File: src/rtl/feed_scheduler.sv
// Feed scheduler: matches three schedule slots against live time, runs a timed dispense and drives a 50 Hz servo PWM.
// Optional completed-dispense counter is built only when FEED_COUNT_EN is defined; otherwise feed_count is tied to zero.
//
// state | meaning
// IDLE  | servo closed (unless manual open), waiting for a slot trigger
// OPEN  | dispensing; prescaler/sec_left time the open period
module feed_scheduler #(
    parameter int TICKS_PER_SEC = 50000000,
    parameter int PWM_PERIOD    = 1000000,
    parameter int PULSE_CLOSED  = 50000,
    parameter int PULSE_OPEN    = 100000,
    parameter int MAX_DURATION  = 60
) (
    input  logic        clock,
    input  logic        ctrl_reset_n,
    input  logic [31:0] currHour,
    input  logic [31:0] currMin,
    input  logic [31:0] currAmpm,
    input  logic [31:0] hour1,
    input  logic [31:0] min1,
    input  logic [31:0] ampm1,
    input  logic [31:0] hour2,
    input  logic [31:0] min2,
    input  logic [31:0] ampm2,
    input  logic [31:0] hour3,
    input  logic [31:0] min3,
    input  logic [31:0] ampm3,
    input  logic [31:0] duration,
    input  logic [31:0] pwmControl,
    output logic        servo_pwm,
    output logic        dispensing,
    output logic [2:0]  feed_event,
    output logic [15:0] feed_count
);

    localparam int TW = (TICKS_PER_SEC > 1) ? $clog2(TICKS_PER_SEC) : 1;
    localparam int PW = (PWM_PERIOD > 1) ? $clog2(PWM_PERIOD) : 1;
    localparam int WW = PW + 1;

    localparam logic [TW-1:0] TICK_LAST = TW'(TICKS_PER_SEC - 1);
    localparam logic [PW-1:0] PWM_LAST  = PW'(PWM_PERIOD - 1);
    localparam logic [WW-1:0] W_CLOSED  = WW'(PULSE_CLOSED);
    localparam logic [WW-1:0] W_OPEN    = WW'(PULSE_OPEN);
    localparam logic [7:0]    MAX_DUR   = 8'(MAX_DURATION);

    typedef enum logic {
        IDLE = 1'b0,
        OPEN = 1'b1
    } state_t;

    state_t        state;
    logic [7:0]    sec_left;
    logic [TW-1:0] prescaler;
    logic [7:0]    last_min;
    logic [2:0]    fired;
    logic [PW-1:0] pwm_cnt;
    logic [WW-1:0] width;

    logic [7:0] slot_hour [3];
    logic [7:0] slot_min  [3];
    logic       slot_ampm [3];
    logic [2:0] match;
    logic [2:0] fired_eff;
    logic [2:0] trigger;
    logic       min_changed;
    logic [7:0] dur_clamped;
    logic       open_req;
    logic [WW-1:0] width_next;
    logic       unused_bits;

    function automatic logic slot_valid(input logic [7:0] h, input logic [7:0] m);
        return (h >= 8'd1) && (h <= 8'd12) && (m <= 8'd59);
    endfunction

    always_comb begin
        slot_hour[0] = hour1[7:0];
        slot_hour[1] = hour2[7:0];
        slot_hour[2] = hour3[7:0];
        slot_min[0]  = min1[7:0];
        slot_min[1]  = min2[7:0];
        slot_min[2]  = min3[7:0];
        slot_ampm[0] = ampm1[0];
        slot_ampm[1] = ampm2[0];
        slot_ampm[2] = ampm3[0];
    end

    always_comb begin
        match = '0;
        for (int k = 0; k < 3; k++) begin
            match[k] = pwmControl[1]
                     && slot_valid(slot_hour[k], slot_min[k])
                     && (slot_hour[k] == currHour[7:0])
                     && (slot_min[k] == currMin[7:0])
                     && (slot_ampm[k] == currAmpm[0]);
        end
    end

    // A new minute re-arms every slot in the same cycle it is observed.
    assign min_changed = (currMin[7:0] != last_min);
    assign fired_eff   = min_changed ? 3'b000 : fired;
    assign trigger     = match & ~fired_eff;
    assign dur_clamped = (duration[7:0] > MAX_DUR) ? MAX_DUR : duration[7:0];

    always_ff @(posedge clock or negedge ctrl_reset_n) begin
        if (!ctrl_reset_n) begin
            last_min <= 8'hFF;
            fired    <= 3'b000;
        end else begin
            last_min <= currMin[7:0];
            fired    <= fired_eff | match;
        end
    end

    always_ff @(posedge clock or negedge ctrl_reset_n) begin
        if (!ctrl_reset_n) begin
            state      <= IDLE;
            sec_left   <= 8'd0;
            prescaler  <= '0;
            feed_event <= 3'b000;
            dispensing <= 1'b0;
        end else begin
            feed_event <= 3'b000;
            case (state)
                IDLE: begin
                    if ((|trigger) && (dur_clamped != 8'd0)) begin
                        state      <= OPEN;
                        dispensing <= 1'b1;
                        feed_event <= trigger;
                        sec_left   <= dur_clamped;
                        prescaler  <= '0;
                    end
                end
                OPEN: begin
                    if (prescaler == TICK_LAST) begin
                        prescaler <= '0;
                        sec_left  <= sec_left - 8'd1;
                        if (sec_left == 8'd1) begin
                            state      <= IDLE;
                            dispensing <= 1'b0;
                        end
                    end else begin
                        prescaler <= prescaler + TW'(1);
                    end
                end
                default: begin
                    state      <= IDLE;
                    dispensing <= 1'b0;
                end
            endcase
        end
    end

`ifdef FEED_COUNT_EN
    logic dispense_done;

    assign dispense_done = (state == OPEN) && (prescaler == TICK_LAST) && (sec_left == 8'd1);

    always_ff @(posedge clock or negedge ctrl_reset_n) begin
        if (!ctrl_reset_n) begin
            feed_count <= 16'h0000;
        end else if (dispense_done && (feed_count != 16'hFFFF)) begin
            feed_count <= feed_count + 16'd1;
        end
    end
`else
    assign feed_count = 16'h0000;
`endif

    // Width is only re-sampled at the frame start so a frame never carries a runt pulse.
    assign open_req   = (state == OPEN) || pwmControl[0];
    assign width_next = (pwm_cnt == '0) ? (open_req ? W_OPEN : W_CLOSED) : width;

    always_ff @(posedge clock or negedge ctrl_reset_n) begin
        if (!ctrl_reset_n) begin
            pwm_cnt   <= '0;
            width     <= W_CLOSED;
            servo_pwm <= 1'b0;
        end else begin
            pwm_cnt   <= (pwm_cnt == PWM_LAST) ? '0 : pwm_cnt + PW'(1);
            width     <= width_next;
            servo_pwm <= ({1'b0, pwm_cnt} < width_next);
        end
    end

    assign unused_bits = ^{currHour[31:8], currMin[31:8], currAmpm[31:1],
                           hour1[31:8], min1[31:8], ampm1[31:1],
                           hour2[31:8], min2[31:8], ampm2[31:1],
                           hour3[31:8], min3[31:8], ampm3[31:1],
                           duration[31:8], pwmControl[31:2]};

endmodule

File: config.mk
export PLATFORM = sky130hd
export DESIGN_NAME = feed_scheduler
export DESIGN_NICKNAME = d
export VERILOG_FILES = /design/src/rtl/feed_scheduler.sv
export SDC_FILE = /design/constraint.sdc
export NUM_CORES = 1
export LEC_CHECK = 0
export CORE_AREA = 10 10 177 179
export CTS_CLUSTER_SIZE = 10
export DETAILED_ROUTE_END_ITERATION = 12
export DIE_AREA = 0 0 187 189
export REMOVE_ABC_BUFFERS = 1
export SLEW_MARGIN = 15
export SYNTH_ARGS = -nofsm -noshare
export SYNTH_HDL_FRONTEND = slang
export SYNTH_SLANG_ARGS = --single-unit
File: constraint.sdc
create_clock -name clock -period 5.65 [get_ports clock]
set_input_delay 1.13 -clock clock [delete_from_list [all_inputs] [get_ports clock]]
set_output_delay 1.13 -clock clock [all_outputs]
set_load 0.05 [all_outputs]
# == Yosys cells after proc, flatten, opt, wreduce, memory -nomap -nowiden ==
# Cells that the tools add are included.
# W data, S select, Z words.
# word_totals
regBits,92
input_bits,450
output_inout_bits,21
elab_cells,90
# classes
n_addsub,3
order_cmp,11
eq_ne,16
muxes,21
bitwise_logic,4
reduce_logical,25
# ops
op,n
$mux W26,2
$pmux W26 S2,1
$eq A8 B8 Y1,6
$add A26 B1 Y26 const B,1
$eq A26 B26 Y1 const B,1
$ge A8 B1 Y1 const B,3
$le A8 B4 Y1 const B,3
$le A8 B6 Y1 const B,3
$mux W8,3
$lt A20 B21 Y1,1
$mux W21,1
$add A20 B1 Y20 const B,1
$eq A20 B20 Y1 const B,1
$logic_not A20 Y1,1
$mux W20,1
$logic_and A1 B1 Y1,19
$mux W17,1
$pmux W8 S2,1
$mux W3,3
$eq A8 B1 Y1 const B,1
$gt A8 B6 Y1 const B,1
$ne A8 B8 Y1,1
$reduce_bool A8 Y1,1
$sub A8 B1 Y8 const B,1
13 further kinds,22

# == Logic depth before layout (Yosys ltp) ==
# Gate-level depths: netlist of run 1.
# depth
depth_word,12
ltp_mapped,16
mapped_depth_nobuf,15

# == Least setup slack after synthesis of run 1 ==
# OpenSTA, ideal clock, no wires.
# synth_path
kind,register to register
startpoint,register pwm_cnt[0]
endpoint,register servo_pwm
setup_time_ns,0.124
arrival_ns,2.916
setup_slack_ns,2.610
path_stages_with_launch,15
cell_sequence,dfrtp_1 -> inv_1 -> ha_1 -> nor4b_1 -> nand2_1 -> or3_1 -> clkbuf_1 -> nor3_1 -> a21oi_1 -> ha_1 -> nand4_1 -> or3_1 -> a21oi_1 -> o2111ai_1 -> a211o_1
# synth_between
elab_chain_cells,3
# synth_rtl
element,line_no,source
"start, declared",56,logic [PW-1:0] pwm_cnt;
"start signal, assigned",179,pwm_cnt <= (pwm_cnt == PWM_LAST) ? '0 : pwm_cnt + PW'(1);
$logic_not A20 Y1,171,assign width_next = (pwm_cnt == '0) ? (open_req ? W_OPEN : W_CLOSED) : width;
$mux W21,171,
$lt A20 B21 Y1 (*),181,"servo_pwm <= ({1'b0, pwm_cnt} < width_next);"
"end signal, assigned",181,
"end, declared",30,"output logic servo_pwm,"
# Every way passes the cells marked *; elsewhere a longest branch is shown, timed or not.
# A chain may end at the register's enable or synchronous reset.

# == Worst setup path in the final report of run 1 ==
# Ends and elaborated chain as after synthesis.

==> flow_summary.yaml, run 1 <==
layout:
  diodes: 0
  drive_gt1_share_pct: 8.63
  nNetsFinal: 1153
  area_growth_pct: 27.0
  fin_cells: 1062
cts:
  cts_made_buffers: 9
  htreeDepth: 3
  clkLatencyLatePin_ns: 0.34
  ctsHoldBuffers: 0
  clk_pin_slew_ns: 0.07
  clockRootBuffer: "clkbuf_16"
  tritoncts: "yes"
  cts.sinks: 92
  cts_setup_buffers: 0
  cts.path.max_buffers: 2
  cts_resized: 0
routing:
  routed_wl_um: 13700
  drt-pass1-iter-count: 4
  post_drt_via_cell_ratio: 4.24
  wl_per_cell_um: 12.9
  ant_nets: 0
  drc: 0
  num_vias: 4499
  drt_iter0_markers: 206
synthesis:
  synth-xor-area-share_pct: 9.36
  synth_compound_area_share_pct: 14.5
  ys_ff_latch: 92
  synthTopCellsByArea: "dfrtp_1 (35%), dfstp_2 (6.6%), xnor2_1 (6.4%)"
  synth_top_area_share_pct: 34.8
  synth_fa_ha_area_share_pct: 5.35
  synth_cells: 595
  synth_top_cell_by_area: "dfrtp_1"
  synth_most_common_cell: "dfrtp_1"
  yosysWarningCount: 0
  synth_top_family_by_area: "simple AND/OR/NAND/NOR gates"
  netlist_area_mm2: 0.00561
  ys.flop_type: "dfrtp_1"
  syn_area_per_cell_um2: 9.43
  synth_edf_count: 0
  async_reset_ff_share_pct: 100
  synth_mux_area_share_pct: 1.34
  synthSimpleGateAreaFrac_pct: 22.4
  ys_seq_area_share_pct: 41.3
  ys_types: 56
  synthTopCellsByCount: "dfrtp_1 (78), nand2_1 (55), nor2_1 (43), xnor2_1 (41), inv_1 (35)"
timing:
  maxSlewViolCount: 0
  min_period_ns: 3.90
  tightestPinTransition_ns: 0.888
  fin_skew_ns: 0.00948
  min_period_over_period_pct: 69.0
  final-setup-viol-count: 0
  grt_setup_unrepaired: "false"
  slew_headroom_pct: 40.8
  finalHoldViolCount: 0
  finalSetupTns_ns: 0
  fmax_mhz: 256
grt:
  grt_max_degree: 48
  track_usage_pct: 7.71
  grt_pass1_wl_um: 22600
  overflow: 0
  antenna_found_initial: 0
  grt_pass1_vias: 4646
worst_setup_path:
  crit_slowest_cell: "nor3_1"
  cp_cell_sequence: "inv_1 > ha_1 > nor4b_1 > nand2_1 > or3_1 > nor3_1 > a21oi_1 > ha_1 > nand4_1 > or3_1 > a21oi_1 > o2111ai_1 > a211o_1"
  worstSetupPathType: "register to register"
  critPathCaptureType: "register"
  max_stage_delay_ns: 0.67
  crit_family: "simple AND/OR/NAND/NOR gates"
  worstPathArrival_ns: 4.12
  cp.required_ns: 5.87
  start_kind: "register"
  path_buf_inv: 1
  critPathMaxFanout: 16
power_and_ir_drop:
  power.internal_uw: 1100
  p_comb_share_pct: 11.2
  p_leak_uw: 0.00304
  power_density_mw_per_mm2: 202
  vdd.ir_drop.worst_mv: 0.125
  p_sw_uw: 334
  pwr-share-seq_pct: 46.6
  p_sw_share_pct: 23.3
  clockPowerShare_pct: 42.2
place:
  dp_cells: 1046
  io_buffers: 84
  place_hpwl_um: 10700
  place.gp.congestion: 0.823
run:
  cap_viol_max_count: 0
floorplan:
  die_h_um: 189
  initial_utilization_pct: 20.3
  die_x_um: 187
  die-area_mm2: 0.0353
  coreArea_mm2: 0.0276
  pin_count: 471
  rows: 61
status:
  status: "finished clean"
worst_hold_path:
  worst_hold_path_type: "register to register"
worst min-delay path, delay by kind of cell (launching register included):
family        cells  cell delay [ns]
buf+inv           1             0.05
flops             1             0.32
simple gates      1             0.06
flip-flops by register name, indices dropped and copies added (netlist names):
signal / count
prescaler: 26
width: 21
sec_left: 8
pwm_cnt: 20
servo_pwm: 1
state: 1
feed_event: 3
fired: 3
last_min: 8
dispensing: 1
layout make-up:
class | instances | area, µm²
Clock buffer | 11 | 243
Fill cell | 3050 | 20500
Tap cell | 378 | 473
Sequential cell | 92 | 2320
Timing Repair Buffer | 88 | 868
Multi-Input combinational cell | 453 | 3030
Clock inverter | 5 | 61.3
Inverter | 35 | 131
logic make-up (layout without fill, tap and decap cells):
kind of cell    count (synthesis)  in the layout
mux                             7              7
fa+ha+maj                      24             24
compound gates                108            108
simple gates                  238            238
other cells                     1             16
xor+xnor                       60             60
flops                          92             92
buf+inv                        65            139
power groups by stage:
stage / clock network, µW / logic [µW] / registers (µW)
after global placement: 0 / 162 / 682
final: 606 / 161 / 670
after CTS: 626 / 163 / 670
after floorplan: 0 / 68.4 / 682
after global routing: 653 / 175 / 670
after detailed placement: 0 / 163 / 682
path summary, 6_finish.rpt:
path | endpoint | slack [ns] | depth (start not counted) | start
max | servo_pwm$_DFF_PN0_ | 1.75 | 13 | pwm_cnt[0]$_DFF_PN0_
min | width[12]$_DFF_PN0_ | 0.46 | 2 | width[12]$_DFF_PN0_
max reg2reg | servo_pwm$_DFF_PN0_ | 1.75 | 13 | pwm_cnt[0]$_DFF_PN0_
min reg2reg | width[12]$_DFF_PN0_ | 0.46 | 2 | width[12]$_DFF_PN0_
max in group asynchronous | sec_left[2]$_DFFE_PN0P_ | 3.83 | 2 | ctrl_reset_n
min in group asynchronous | pwm_cnt[3]$_DFF_PN0_ | 0.78 | 1 | ctrl_reset_n
cells in the final DEF (no fill, tap or decap), drive strengths merged, types with 7 or more instances in the layout:
cell,Yosys,layout
clkdlybuf4s50,0,83
dfrtp,78,78
nand2,55,55
nor2,44,44
xnor2,41,41
inv,35,36
o21ai,29,29
nand3,28,28
nor3,24,24
ha,24,24
a21oi,21,21
nand4,19,19
xor2,19,19
conb,1,16
and3,14,14
dfstp,14,14
nor4,12,12
clkbuf,6,11
and2,10,10
o22a,10,10
a21o,8,8
or3,7,7
metrics by stage:
step                hold WS (ns)  worst slack (ns)  instance area [µm²]  utilization (%)  power [µW]
floorplan                  0.432              2.53                 5480                -         750
global placement           0.448              1.57                 6820             24.7         844
detailed placement         0.453              1.56                 6820             24.7         845
CTS                        0.470              1.65                 7120             25.8        1460
global route               0.496              1.36                 7130             25.8        1500
finish                     0.463              1.75                 7130             25.8        1440
layer usage:
layer / part of all wire [%] / GRT usage, % / vias up
li1: - / - / 2249
met1: 46 / 9.25 / 2143
met2: 46 / 12.5 / 101
met3: 7.3 / 2.98 / 6
met4: 0.73 / 2.26 / 0
met5: 0 / 0 / -
Note: power is estimated with default switching activity, not from simulation.
==> inputs of run 2 (changes only) <==
==> constraint.sdc (replaced) <==
create_clock -name clock -period 3.6 [get_ports clock]
set_input_delay 0.72 -clock clock [delete_from_list [all_inputs] [get_ports clock]]
set_output_delay 0.72 -clock clock [all_outputs]
set_load 0.05 [all_outputs]
==> run 2 against run 1 <==
Effect of this change:
- clock power grew 45%
- non-clock buffer count is 22 higher
- count of clock-buffer cells in the layout unchanged
- critical endpoint unchanged
- die area unchanged
- sequential share of layout area is 0.69 points lower
- via count rose by 2.4%
- highest routed layer unchanged
- final cell count is 2.1% higher
==> flow_summary.yaml, run 2 (synthesis gave the netlist of run 1 again) <==
status:
  status: "finished clean"
worst_setup_path:
  path_buf_inv: 0
  crit_end: "servo_pwm$_DFF_PN0_"
  r2r_slack_ns: 0.22
  cp_cell_sequence: "nor4_1 > nand2_1 > or3_4 > or3_1 > o21ai_0 > ha_1 > nand4_1 > or3_1 > a21oi_1 > o2111ai_1 > a211o_1"
  rr_worst_depth: 11
  critPathMaxFanout: 5
  critPathCaptureType: "register"
  crit_slowest_cell: "or3_4"
  crit_family: "simple AND/OR/NAND/NOR gates"
  max_stage_delay_ns: 0.43
  cp.required_ns: 3.84
  r2r-start: "pwm_cnt[15]$_DFF_PN0_"
  cpMostUsedCell: "or3_1"
  worstPathArrival_ns: 3.62
  r2r-end: "servo_pwm$_DFF_PN0_"
  start_kind: "register"
  cp.depth: 11
  critPathLaunch: "pwm_cnt[15]$_DFF_PN0_"
  worstSetupPathType: "register to register"
layout:
  largest_reg_flops: 26
  fin_area_mm2: 0.00728
  drive_gt1_share_pct: 11.5
  diodes: 0
  max_flop_register: "prescaler"
  layout_commonest_cell: "clkdlybuf4s50_1"
  nNetsFinal: 1175
  n_fill_cell: 3017
  fin_cells: 1084
  area_growth_pct: 29.8
  reg_top3: "prescaler x26, width x21, pwm_cnt x20"
  mostFrequentLayoutCells: "clkdlybuf4s50_1 (83), dfrtp_1 (78), nand2_1 (55)"
power_and_ir_drop:
  p_sw_uw: 546
  power.internal_uw: 1650
  vdd.ir_drop.worst_mv: 0.201
  power_density_mw_per_mm2: 301
  power_uw: 2190
  pwr-share-seq_pct: 48.0
  p_comb_share_pct: 11.9
  clockPowerShare_pct: 40.2
  p_leak_uw: 0.00314
  p_sw_share_pct: 24.9
grt:
  grt_pass1_vias: 4834
  overflow: 0
  grt_max_degree: 93
  track_usage_pct: 7.98
  antenna_found_initial: 0
  grt_pass1_wl_um: 23400
routing:
  drt_iter0_markers: 260
  drt-pass1-iter-count: 6
  routed_wl_um: 13800
  num_vias: 4609
  wl_per_cell_um: 12.8
  drc: 0
  ant_nets: 0
  post_drt_via_cell_ratio: 4.25
floorplan:
  coreArea_mm2: 0.0276
  die-area_mm2: 0.0353
  initial_utilization_pct: 20.3
  rows: 61
  die_h_um: 189
  pin_count: 471
  die_x_um: 187
timing:
  grt_setup_unrepaired: "false"
  final-setup-viol-count: 0
  fin_skew_ns: 0.00919
  min_period_over_period_pct: 94.0
  fmax_mhz: 296
  finalHoldViolCount: 0
  finalSetupTns_ns: 0
  tightestPinTransition_ns: 0.597
  min_period_ns: 3.38
  setup_slack_ns: 0.216
  maxSlewViolCount: 0
  slew_headroom_pct: 60.1
place:
  placed_cell_area_mm2: 0.00700
  place_hpwl_um: 10900
  dp_slack_ns: 0.151
  io_buffers: 84
  place.gp.congestion: 0.816
  dp_cells: 1068
cts:
  clk_pin_slew_ns: 0.07
  ctsHoldBuffers: 0
  cts.sinks: 92
  clkLatencyLatePin_ns: 0.35
  cts.path.max_buffers: 2
  htreeDepth: 3
  cts_made_buffers: 9
  tritoncts: "yes"
  clockRootBuffer: "clkbuf_16"
run:
  cap_viol_max_count: 0
worst_hold_path:
  worst_hold_path_type: "primary input to asynchronous set/reset pin"
## run 2: cell types whose count changed in the layout (fill, tap and decap cells not counted), sizes merged
cell	before	now
inv	36	35
bufinv	1	0
buf	5	27
clkinvlp	0	2
## run 2: per-layer routing
metal,track usage (%),up-vias,share of wire [%],routed length [µm]
met2,12.5,117,45,6170
met4,3.07,0,1.9,260
met5,0,-,0,0
li1,-,2298,-,-
met1,9.73,2178,46,6420
met3,3.07,16,7.0,970
## run 2: power by group through the flow
stage / Sequential [µW] / Clock, µW / Combinational, µW
2_1_floorplan: 1070 / 0 / 107
3_3_place_gp: 1070 / 0 / 261
3_5_place_dp: 1070 / 0 / 264
4_1_cts: 1050 / 917 / 264
5_1_grt: 1050 / 953 / 282
6_report: 1050 / 881 / 260
## run 2: stage by stage
stage	util (%)	hold slack [ns]
CTS	26.3	0.428
global route	26.4	0.445
detailed placement	25.3	0.454
finish	26.4	0.392
global placement	25.3	0.450
floorplan	-	0.424
## run 2: worst min-delay path by stage
| stage | slack (ns) | endpoint | cells after the start |
|---|---|---|---|
| after CTS | 0.43 | width[2]$_DFF_PN0_ | 2 |
| after global routing | 0.45 | width[1]$_DFF_PN0_ | 2 |
| after floorplan | 0.42 | dispensing$_DFFE_PN0P_ | 0 |
| after global placement | 0.45 | width[3]$_DFF_PN0_ | 2 |
| final | 0.39 | width[2]$_DFF_PN0_ | 2 |
| after detailed placement | 0.45 | width[17]$_DFF_PN0_ | 2 |
## run 2: cell type report
cell class                 instances  area [µm²]  share of cell area [%]
clock buffer                      11         233                    3.20
clock inverter                     5        41.3                   0.567
inverter                          35         131                    1.80
multi-input combinational        453        3040                    41.7
sequential                        92        2320                    31.9
tap                              378         473                    6.49
timing repair buffer             110        1050                    14.4
## run 2: what timing repair did
| item | 4_1_cts | 5_1_grt |
|---|---|---|
| gates resized for setup | 0 | 2 |
| buffers inserted | 0 | 0 |
| endpoints found under the setup margin | 0 | 1 |
